### src/rtl/alu_pkg.sv
// Shared definitions for the ALU and its round-robin front-end arbiter.
//   - op-code encoding (alu_op_t, ALU_ADD .. ALU_SRL)
//   - datapath widths
//   - arbiter FSM state encoding (arb_state_t)
package alu_pkg;

    localparam int unsigned DATA_W = 32;
    localparam int unsigned OP_W   = 4;

    typedef logic [OP_W-1:0] alu_op_t;

    localparam alu_op_t ALU_ADD = 4'b0000;
    localparam alu_op_t ALU_SUB = 4'b0001;
    localparam alu_op_t ALU_AND = 4'b0010;
    localparam alu_op_t ALU_OR  = 4'b0011;
    localparam alu_op_t ALU_XOR = 4'b0100;
    localparam alu_op_t ALU_SLT = 4'b0101;
    localparam alu_op_t ALU_SLL = 4'b0110;
    localparam alu_op_t ALU_SRL = 4'b0111;

    typedef enum logic [1:0] {
        ST_IDLE = 2'd0,
        ST_EXEC = 2'd1,
        ST_RESP = 2'd2
    } arb_state_t;

endpackage

### src/rtl/alu.sv
// Single-cycle combinational ALU.
//   i_a, i_b     : 32-bit operands
//   i_op         : operation code (alu_op_t)
//   o_result_c   : result; 0 for undefined op codes
//   o_zero_c     : result == 0
module alu
    import alu_pkg::*;
(
    input  logic [DATA_W-1:0] i_a,
    input  logic [DATA_W-1:0] i_b,
    input  alu_op_t           i_op,
    output logic [DATA_W-1:0] o_result_c,
    output logic              o_zero_c
);

    // Operation decode; SLT is an unsigned compare, shifts use b[4:0]
    always_comb begin
        o_result_c = '0;
        case (i_op)
            ALU_ADD: o_result_c = i_a + i_b;
            ALU_SUB: o_result_c = i_a - i_b;
            ALU_AND: o_result_c = i_a & i_b;
            ALU_OR:  o_result_c = i_a | i_b;
            ALU_XOR: o_result_c = i_a ^ i_b;
            ALU_SLT: o_result_c = {{(DATA_W-1){1'b0}}, (i_a < i_b)};
            ALU_SLL: o_result_c = i_a << i_b[4:0];
            ALU_SRL: o_result_c = i_a >> i_b[4:0];
            default: o_result_c = '0;
        endcase
    end

    assign o_zero_c = (o_result_c == '0);

endmodule

### src/rtl/alu_arbiter_rr.sv
// Combinational round-robin grant: first set request at or above i_ptr,
// searching upward with wrap-around.
//   i_req        : request vector
//   i_ptr        : highest-priority index
//   o_gnt_c      : one-hot grant (all zero when no request)
//   o_gnt_idx_c  : encoded grant index
module rr_arbiter #(
    parameter int unsigned NUM_REQ = 4,
    parameter int unsigned ID_W    = $clog2(NUM_REQ)
) (
    input  logic [NUM_REQ-1:0] i_req,
    input  logic [ID_W-1:0]    i_ptr,
    output logic [NUM_REQ-1:0] o_gnt_c,
    output logic [ID_W-1:0]    o_gnt_idx_c
);

    logic [ID_W-1:0] w_idx;
    logic            w_found;

    // Rotating priority scan starting at the pointer
    always_comb begin
        o_gnt_c     = '0;
        o_gnt_idx_c = '0;
        w_idx       = '0;
        w_found     = 1'b0;
        for (int unsigned k = 0; k < NUM_REQ; k++) begin
            w_idx = ID_W'((32'(i_ptr) + k) % NUM_REQ);
            if (!w_found && i_req[w_idx]) begin
                o_gnt_c[w_idx] = 1'b1;
                o_gnt_idx_c    = w_idx;
                w_found        = 1'b1;
            end
        end
    end

endmodule

### src/rtl/alu_arbiter.sv
// Round-robin sequencer sharing one ALU among NUM_REQ requesters.
//   req_valid/req_ready : per-requester handshake (req_ready one-hot, comb)
//   req_a/req_b/req_op  : packed per-requester operands, slice i = requester i
//   rsp_*               : registered response channel tagged with requester id
//   busy                : registered, state not IDLE
//   op_count            : completed response handshakes, wraps
module alu_arbiter
    import alu_pkg::*;
#(
    parameter int unsigned NUM_REQ = 4,
    parameter int unsigned ID_W    = $clog2(NUM_REQ),
    parameter int unsigned CNT_W   = 16
) (
    input  logic                      clk,
    input  logic                      rst_n,
    input  logic [NUM_REQ-1:0]        req_valid,
    output logic [NUM_REQ-1:0]        req_ready,
    input  logic [NUM_REQ*DATA_W-1:0] req_a,
    input  logic [NUM_REQ*DATA_W-1:0] req_b,
    input  logic [NUM_REQ*OP_W-1:0]   req_op,
    output logic                      rsp_valid,
    input  logic                      rsp_ready,
    output logic [ID_W-1:0]           rsp_id,
    output logic [DATA_W-1:0]         rsp_result,
    output logic                      rsp_zero,
    output logic                      rsp_err,
    output logic                      busy,
    output logic [CNT_W-1:0]          op_count
);

    arb_state_t         r_state, w_state_nxt;
    logic [ID_W-1:0]    r_rr_ptr, r_gid;
    logic [DATA_W-1:0]  r_a, r_b;
    alu_op_t            r_op;
    logic               r_rsp_valid, r_rsp_zero, r_rsp_err, r_busy;
    logic [ID_W-1:0]    r_rsp_id;
    logic [DATA_W-1:0]  r_rsp_result;
    logic [CNT_W-1:0]   r_op_count;

    logic [NUM_REQ-1:0] w_gnt;
    logic [ID_W-1:0]    w_gnt_idx;
    logic [DATA_W-1:0]  w_sel_a, w_sel_b, w_alu_result;
    alu_op_t            w_sel_op;
    logic               w_alu_zero;
    logic               w_accept, w_exec, w_rsp_done;

    rr_arbiter #(
        .NUM_REQ (NUM_REQ),
        .ID_W    (ID_W)
    ) u_rr (
        .i_req       (req_valid),
        .i_ptr       (r_rr_ptr),
        .o_gnt_c     (w_gnt),
        .o_gnt_idx_c (w_gnt_idx)
    );

    alu u_alu (
        .i_a        (r_a),
        .i_b        (r_b),
        .i_op       (r_op),
        .o_result_c (w_alu_result),
        .o_zero_c   (w_alu_zero)
    );

    // Operand mux for the granted requester
    always_comb begin
        w_sel_a  = '0;
        w_sel_b  = '0;
        w_sel_op = ALU_ADD;
        for (int unsigned i = 0; i < NUM_REQ; i++) begin
            if (w_gnt[i]) begin
                w_sel_a  = req_a[i*DATA_W +: DATA_W];
                w_sel_b  = req_b[i*DATA_W +: DATA_W];
                w_sel_op = req_op[i*OP_W +: OP_W];
            end
        end
    end

    // State register
    always_ff @(posedge clk or negedge rst_n) begin
        if (!rst_n) r_state <= ST_IDLE;
        else        r_state <= w_state_nxt;
    end

    // Next state and handshake strobes; a grant is only offered in IDLE
    always_comb begin
        w_state_nxt = r_state;
        req_ready   = '0;
        w_accept    = 1'b0;
        w_exec      = 1'b0;
        w_rsp_done  = 1'b0;
        case (r_state)
            ST_IDLE: begin
                if (|req_valid) begin
                    req_ready   = w_gnt;
                    w_accept    = 1'b1;
                    w_state_nxt = ST_EXEC;
                end
            end
            ST_EXEC: begin
                w_exec      = 1'b1;
                w_state_nxt = ST_RESP;
            end
            ST_RESP: begin
                if (rsp_ready) begin
                    w_rsp_done  = 1'b1;
                    w_state_nxt = ST_IDLE;
                end
            end
            default: w_state_nxt = ST_IDLE;
        endcase
    end

    // Operand capture, result capture, pointer advance and completion count
    always_ff @(posedge clk or negedge rst_n) begin
        if (!rst_n) begin
            r_rr_ptr     <= '0;
            r_gid        <= '0;
            r_a          <= '0;
            r_b          <= '0;
            r_op         <= ALU_ADD;
            r_rsp_valid  <= 1'b0;
            r_rsp_id     <= '0;
            r_rsp_result <= '0;
            r_rsp_zero   <= 1'b0;
            r_rsp_err    <= 1'b0;
            r_busy       <= 1'b0;
            r_op_count   <= '0;
        end else begin
            r_rsp_valid <= (w_state_nxt == ST_RESP);
            r_busy      <= (w_state_nxt != ST_IDLE);
            if (w_accept) begin
                r_a   <= w_sel_a;
                r_b   <= w_sel_b;
                r_op  <= w_sel_op;
                r_gid <= w_gnt_idx;
            end
            if (w_exec) begin
                r_rsp_result <= w_alu_result;
                r_rsp_zero   <= w_alu_zero;
                r_rsp_id     <= r_gid;
                r_rsp_err    <= r_op[OP_W-1];
                // Served requester drops to lowest priority
                if (r_gid == ID_W'(NUM_REQ-1)) r_rr_ptr <= '0;
                else                           r_rr_ptr <= r_gid + ID_W'(1);
            end
            if (w_rsp_done) r_op_count <= r_op_count + CNT_W'(1);
        end
    end

    assign rsp_valid  = r_rsp_valid;
    assign rsp_id     = r_rsp_id;
    assign rsp_result = r_rsp_result;
    assign rsp_zero   = r_rsp_zero;
    assign rsp_err    = r_rsp_err;
    assign busy       = r_busy;
    assign op_count   = r_op_count;

endmodule

### config.mk
export PLATFORM = sky130hd
export DESIGN_NAME = alu_arbiter
export DESIGN_NICKNAME = d
export VERILOG_FILES = /design/src/rtl/alu_pkg.sv /design/src/rtl/alu.sv /design/src/rtl/alu_arbiter_rr.sv /design/src/rtl/alu_arbiter.sv
export SDC_FILE = /design/constraint.sdc
export NUM_CORES = 1
export LEC_CHECK = 0
export BUFFER_PORTS_ARGS = -buffer_cell sky130_fd_sc_hd__buf_2
export CAP_MARGIN = 20
export CORE_ASPECT_RATIO = 0.9
export CORE_UTILIZATION = 40
export DETAILED_ROUTE_END_ITERATION = 12
export PLACE_DENSITY_LB_ADDON = 0.12
export SYNTH_ARGS = -nofsm -noshare
export SYNTH_HDL_FRONTEND = slang
export SYNTH_SLANG_ARGS = --single-unit
### constraint.sdc
create_clock -name clk -period 4.7 [get_ports clk]
set_input_delay 0.94 -clock clk [delete_from_list [all_inputs] [get_ports clk]]
set_output_delay 0.94 -clock clk [all_outputs]
set_load 0.005 [all_outputs]
### After elaboration in Yosys (flattened, before gate mapping)

Index checks and enable logic that the tools add are counted.

* output and inout bits: 58
* input bits: 279
* register bits: 128

* eq/ne operators: 11
* bitwise gates (word level): 6
* reductions and logical operators: 15
* multiplexer cells: 51
* order comparisons: 9
* add/sub/neg operators: 7
* shift-type cells: 2

Operators by type and width (number)
* 2-to-1 mux 32 bit: 8
* case mux 32 bit (8 select lines): 1
* 2-to-1 mux 4 bit: 10
* adder 32 bit: 1
* bitwise AND 32 bit: 1
* zero test 32 bit: 1
* less-than comparator 32 bit: 1
* bitwise OR 32 bit: 1
* << shifter 32 x 5 -> 32 bit: 1
* >> shifter 32 x 5 -> 32 bit: 1
* subtractor 32 bit: 1
* XOR 32 bit: 1
* adder 16 x 1 -> 16 bit, second input constant: 1
* == test 4 x 3 -> 1 bit, second input constant: 4
* 2-to-1 mux 1 bit: 16
* 2-to-1 mux 2 bit: 7
* less-than comparator 2 x 3 -> 1 bit, second input constant: 4
* bitwise OR 4 bit: 3
* binary-select mux 1 bit (select 2 bit): 4
* demux 1 bit (select 2 bit): 4
* == test 4 x 2 -> 1 bit, second input constant: 2
* >= comparator 2 x 1 -> 1 bit, second input constant: 4
* logical AND 1 bit: 7
* == test 2 bit, second input constant: 3
* 10 further kinds: 14

### Depth between registers and ports, before layout

* word-level depth: 16
* gate-level depth with buffers: 17
* depth with buffers taken out: 14

### Hierarchy

Synthesis repeated with hierarchy kept, for this count alone.

* cells, all modules: 2239
* area, all modules: 16874.9 um^2

By module, submodules not included
* alu: sequential area each 0.0 um^2, area each 9651.8 um^2, times used 1, cells each 1399
* alu_arbiter: sequential area each 3203.1 um^2, area each 6784.0 um^2, times used 1, cells each 792
* rr_arbiter: sequential area each 0.0 um^2, area each 439.2 um^2, times used 1, cells each 48

### Worst setup path after synthesis

OpenSTA, ideal clock, no wires.

* kind: reg-to-reg
* from: reg r_b[2]
* to: reg r_rsp_zero (netlist: rsp_zero)
* path buffers: 4
* arrival time: 4.072 ns
* stages on the path, launching flop included: 18
* period minus slack after synthesis: 4.139 ns
* setup time: 0.067 ns
* setup slack: 0.561 ns
* cells stage by stage: dfrtp_1 -> clkbuf_8 -> inv_2 -> buf_1 -> clkbuf_1 -> ha_1 -> buf_2 -> o21bai_1 -> o211ai_1 -> a211oi_1 -> a211o_1 -> o22ai_1 -> a2bb2oi_1 -> or4_2 -> nor4_2 -> nand4b_1 -> nor4_1 -> a32o_1

* word-level cells in the longest chain between the ends: 3
* elaborated cells on any way between the ends: 10
* classes of those cells: add/sub (2); order compare (1); shift (2); mux (1); bitwise (3); reduce/logical (1)

Ends and longest elaborated chain
* start, declared: line alu_arbiter.sv:33 `logic [DATA_W-1:0] r_a, r_b;`
* start signal, assigned: line alu_arbiter.sv:134 `r_b <= w_sel_b;`
* subtractor 32 bit (tied with other cells): line alu.sv:21 `ALU_SUB: o_result_c = i_a - i_b;`
* case mux 32 bit (8 select lines) (*): line alu.sv:19 `case (i_op)`
* zero test 32 bit (*): line alu.sv:32 `assign o_zero_c = (o_result_c == '0);`
* end signal, assigned: line alu_arbiter.sv:140 `r_rsp_zero <= w_alu_zero;`
* end, declared: line alu_arbiter.sv:35 `logic r_rsp_valid, r_rsp_zero, r_rsp_err, r_busy;`

Every way passes the cells marked *; elsewhere a longest branch is shown, timed or not.
A chain may end at the register's enable or synchronous reset.

### Worst setup path in the final report

* from: reg r_a[11]
* to: reg r_rsp_zero (netlist: rsp_zero)

* word-level cells in the longest chain between the ends: 3
* elaborated cells on any way between the ends: 10
* classes of those cells: add/sub (2); order compare (1); shift (2); mux (1); bitwise (3); reduce/logical (1)

Ends and longest elaborated chain
* start, declared: line alu_arbiter.sv:33
* start signal, assigned: line alu_arbiter.sv:133 `r_a <= w_sel_a;`
* subtractor 32 bit (tied with other cells): line alu.sv:21
* case mux 32 bit (8 select lines) (*): line alu.sv:19
* zero test 32 bit (*): line alu.sv:32

Marked as above.

==> out/summary.json <==
{
  "status": {"value": "complete, no violations"},
  "cts-buffers-inserted": {"value": 17},
  "drc": {"value": 0},
  "synth_edf_count": {"value": 0},
  "synthTopCellsByCount": {"value": "nor2_1, nand2_1, a21oi_1, a211oi_1, dfrtp_1"},
  "cts_root_buffer": {"value": "clkbuf_16"},
  "critical_path_class": {"value": "register to register"},
  "nets": {"value": 2989},
  "grt_first_pass_wirelength": {"value": 131000, "unit": "microns"},
  "proportion_of_synthesized_chip_area_in_sequential_cells": {"value": 18.8, "unit": "%"},
  "die_footprint": {"value": 0.0433, "unit": "sq mm"},
  "layout-area-overhead-vs-synth": {"value": 22.2, "unit": "%"},
  "clock_tree_buffer_depth": {"value": 2},
  "drt_wl_total": {"value": 91900, "unit": "microns"},
  "rsz0062_at_grt": {"value": "false"},
  "avgSynthCellArea": {"value": 7.64, "unit": "sq um"},
  "synthesis.area": {"value": 0.0170, "unit": "sq mm"},
  "slew_violations": {"value": 0},
  "timing.final.ws_setup": {"value": 0.247, "unit": "ns"},
  "number_of_unique_standard_cell_types_used_by_synthesis": {"value": 98},
  "floorplan.rows": {"value": 71},
  "cts_hold_buffers": {"value": 0},
  "synth.yosys.warnings": {"value": 0},
  "cts_tree": {"value": "done"},
  "detailed_placement_wirelength_estimate": {"value": 73900, "unit": "microns"},
  "timing.critical_path.fanout_max": {"value": 10},
  "routed_wire_length_per_instance": {"value": 29.1, "unit": "microns"},
  "grt_overflow": {"value": 0},
  "place_inst": {"value": 3125},
  "dominantRegCellSynth": {"value": "dfrtp_1"},
  "io_pins": {"value": 337},
  "drt_first_pass_iters": {"value": 7},
  "min_period": {"value": 4.45, "unit": "ns"},
  "synthMostInstantiatedCell": {"value": "nor2_1"},
  "h-tree-depth": {"value": 4},
  "final-instance-count-excl-fill": {"value": 3162},
  "place_congestion": {"value": 1.15},
  "yosysTopAreaCell": {"value": "dfrtp_1"},
  "route.detailed.vias_per_inst": {"value": 6.59},
  "final_worst_path_cycle_share": {"value": 94.7, "unit": "%"},
  "num_vias": {"value": 20800},
  "first_global_vias": {"value": 19200},
  "critPathCaptureType": {"value": "register"},
  "synth.net_count": {"value": 2616},
  "detailedRoute.firstIterationViolations": {"value": 3060},
  "grt.total_usage": {"value": 41.7, "unit": "%"},
  "drive_gt1_share": {"value": 26.8, "unit": "%"},
  "critical_path_required": {"value": 5.11, "unit": "ns"},
  "met3_wirelength": {"value": 11400, "unit": "microns"},
  "die-height": {"value": 198, "unit": "microns"},
  "worst_hold_path_type": {"value": "input pin to asynchronous set/reset pin"},
  "core_region_area": {"value": 0.0418, "unit": "sq mm"},
  "clk_transition_reported_paths": {"value": 0.07, "unit": "ns"},
  "skew": {"value": 0.0179, "unit": "ns"},
  "timing_worst_slew_pin_value": {"value": 0.949, "unit": "ns"},
  "synthesis.instances": {"value": 2225},
  "route.antenna.remaining_nets": {"value": 0},
  "cp_launch_type": {"value": "register"},
  "timing.fmax": {"value": 225, "unit": "MHz"},
  "final-hold-violation-count": {"value": 0},
  "postSynthRegisterBits": {"value": 128},
  "numClockSinks": {"value": 128},
  "largest_net_degree_at_the_start_of_global_routing": {"value": 104},
  "maxUsedRoutingLayer": {"value": "met5"},
  "met2WireLength": {"value": 38700, "unit": "microns"},
  "cp.arrival": {"value": 4.87, "unit": "ns"},
  "synthTopCellsByArea": {"value": "dfrtp_1, ha_1, a211oi_1"},
  "chipWidth": {"value": 219, "unit": "microns"},
  "preCtsSetupSlack": {"value": 0.351, "unit": "ns"},
  "antenna_found_initial": {"value": 5},
  "post-synth-top-area-fraction": {"value": 18.8, "unit": "%"},
  "timing.setup.tns": {"value": 0, "unit": "ns"},
  "insertion_delay": {"value": 0.48, "unit": "ns"},
  "initial_standard_cell_utilization_of_the_core": {"value": 40.6, "unit": "%"},
  "slew_headroom": {"value": 36.6, "unit": "%"},
  "maxCapViolations": {"value": 0},
  "timing.final.setup_violations": {"value": 0},
  "total_routed_wire_length_on_the_met1_layer": {"value": 38700, "unit": "microns"},
  "synthArstFlopShare": {"value": 100, "unit": "%"},
  "io_buffers": {"value": 336}
}
## kinds of logic (layout without fill, tap and decap cells)
logic type	count (synthesis)	count (layout)	share of synthesized area [%]
buf+inv	285	671	7.73
other cells	0	4	0
mux	130	130	10.6
compound gates	810	810	32.7
flops	128	128	18.8
fa+ha+maj	112	112	8.33
simple gates	726	726	20.1
xor+xnor	34	34	1.75
## cells in the final DEF, fill, tap and decap left out, types with 51 or more instances in the layout
master    count
buf_2       335
inv_1       100
o21ai_0      94
nand2_1     203
a211oi_1    171
mux2i_1      53
nand3_1      51
a21oi_1     188
dfrtp_1     123
nor2_1      250
buf_4       191
ha_1        110
a22oi_1      79
## through the flow
stage	hold WS [ns]	cell area [sq um]	utilization [%]
5_1_grt	0.459	20800	49.6
6_report	0.440	20800	49.6
4_1_cts	0.443	20700	49.6
2_1_floorplan	0.465	17000	-
3_3_place_gp	0.456	20100	48.1
3_5_place_dp	0.458	20100	48.1
## routing by layer
| metal | vias to the layer above | global-route usage [%] |
|---|---|---|
| li1 | 9148 | - |
| met1 | 10100 | 57.2 |
| met2 | 1375 | 60.6 |
| met3 | 191 | 14.5 |
| met4 | 2 | 12.9 |
| met5 | - | 0 |
## cell type report
class	count	area [sq um]
inverter	102	383
antenna	4	10.0
clock buffer	19	453
clock inverter	13	160
tap	547	684
timing repair buffer	537	3320
multi-input combinational	1812	12500
fill	4206	21100
sequential	128	3210
## registers in the layout, summed over array words and instances, names as in the netlist, 4 cells and up
name,cells
r_a,32
r_op,4
rsp_result,32
op_count,16
r_b,32
## final timing paths
path | from | end | slack, ns | depth (start not counted)
worst max-delay path | r_a[11] | rsp_zero | 0.25 | 14
worst min-delay path | rst_n | rsp_result[7] | 0.44 | 1
worst max register to register | r_a[11] | rsp_zero | 0.25 | 14
worst min register to register | rsp_result[0] | rsp_result[0] | 0.47 | 2
max in group asynchronous | rst_n | r_rr_ptr[0] | 3.18 | 2
min in group clk | rsp_result[0] | rsp_result[0] | 0.47 | 2
## timing repair
item / 4_1_cts / 5_1_grt
setup buffers: 0 / 0
setup endpoints to repair: 0 / 2
resized for setup: 0 / 3
## worst max-delay path, stage by stage, from the launching register on
cell and delay, ns:
dfrtp_1 0.59, inv_1 0.26, ha_1 0.50, buf_4 0.18, and3_1 0.24, nand2_1 0.08
a2111oi_0 0.64, nor2_1 0.31, a21oi_1 0.22, a2bb2oi_1 0.22, xnor2_1 0.18, o21ai_0 0.20
or2_2 0.35, nor4_1 0.24, a32o_1 0.20
Power is not shown: default switching activity piles up to over one toggle a cycle in this logic, so the estimate is an artifact.
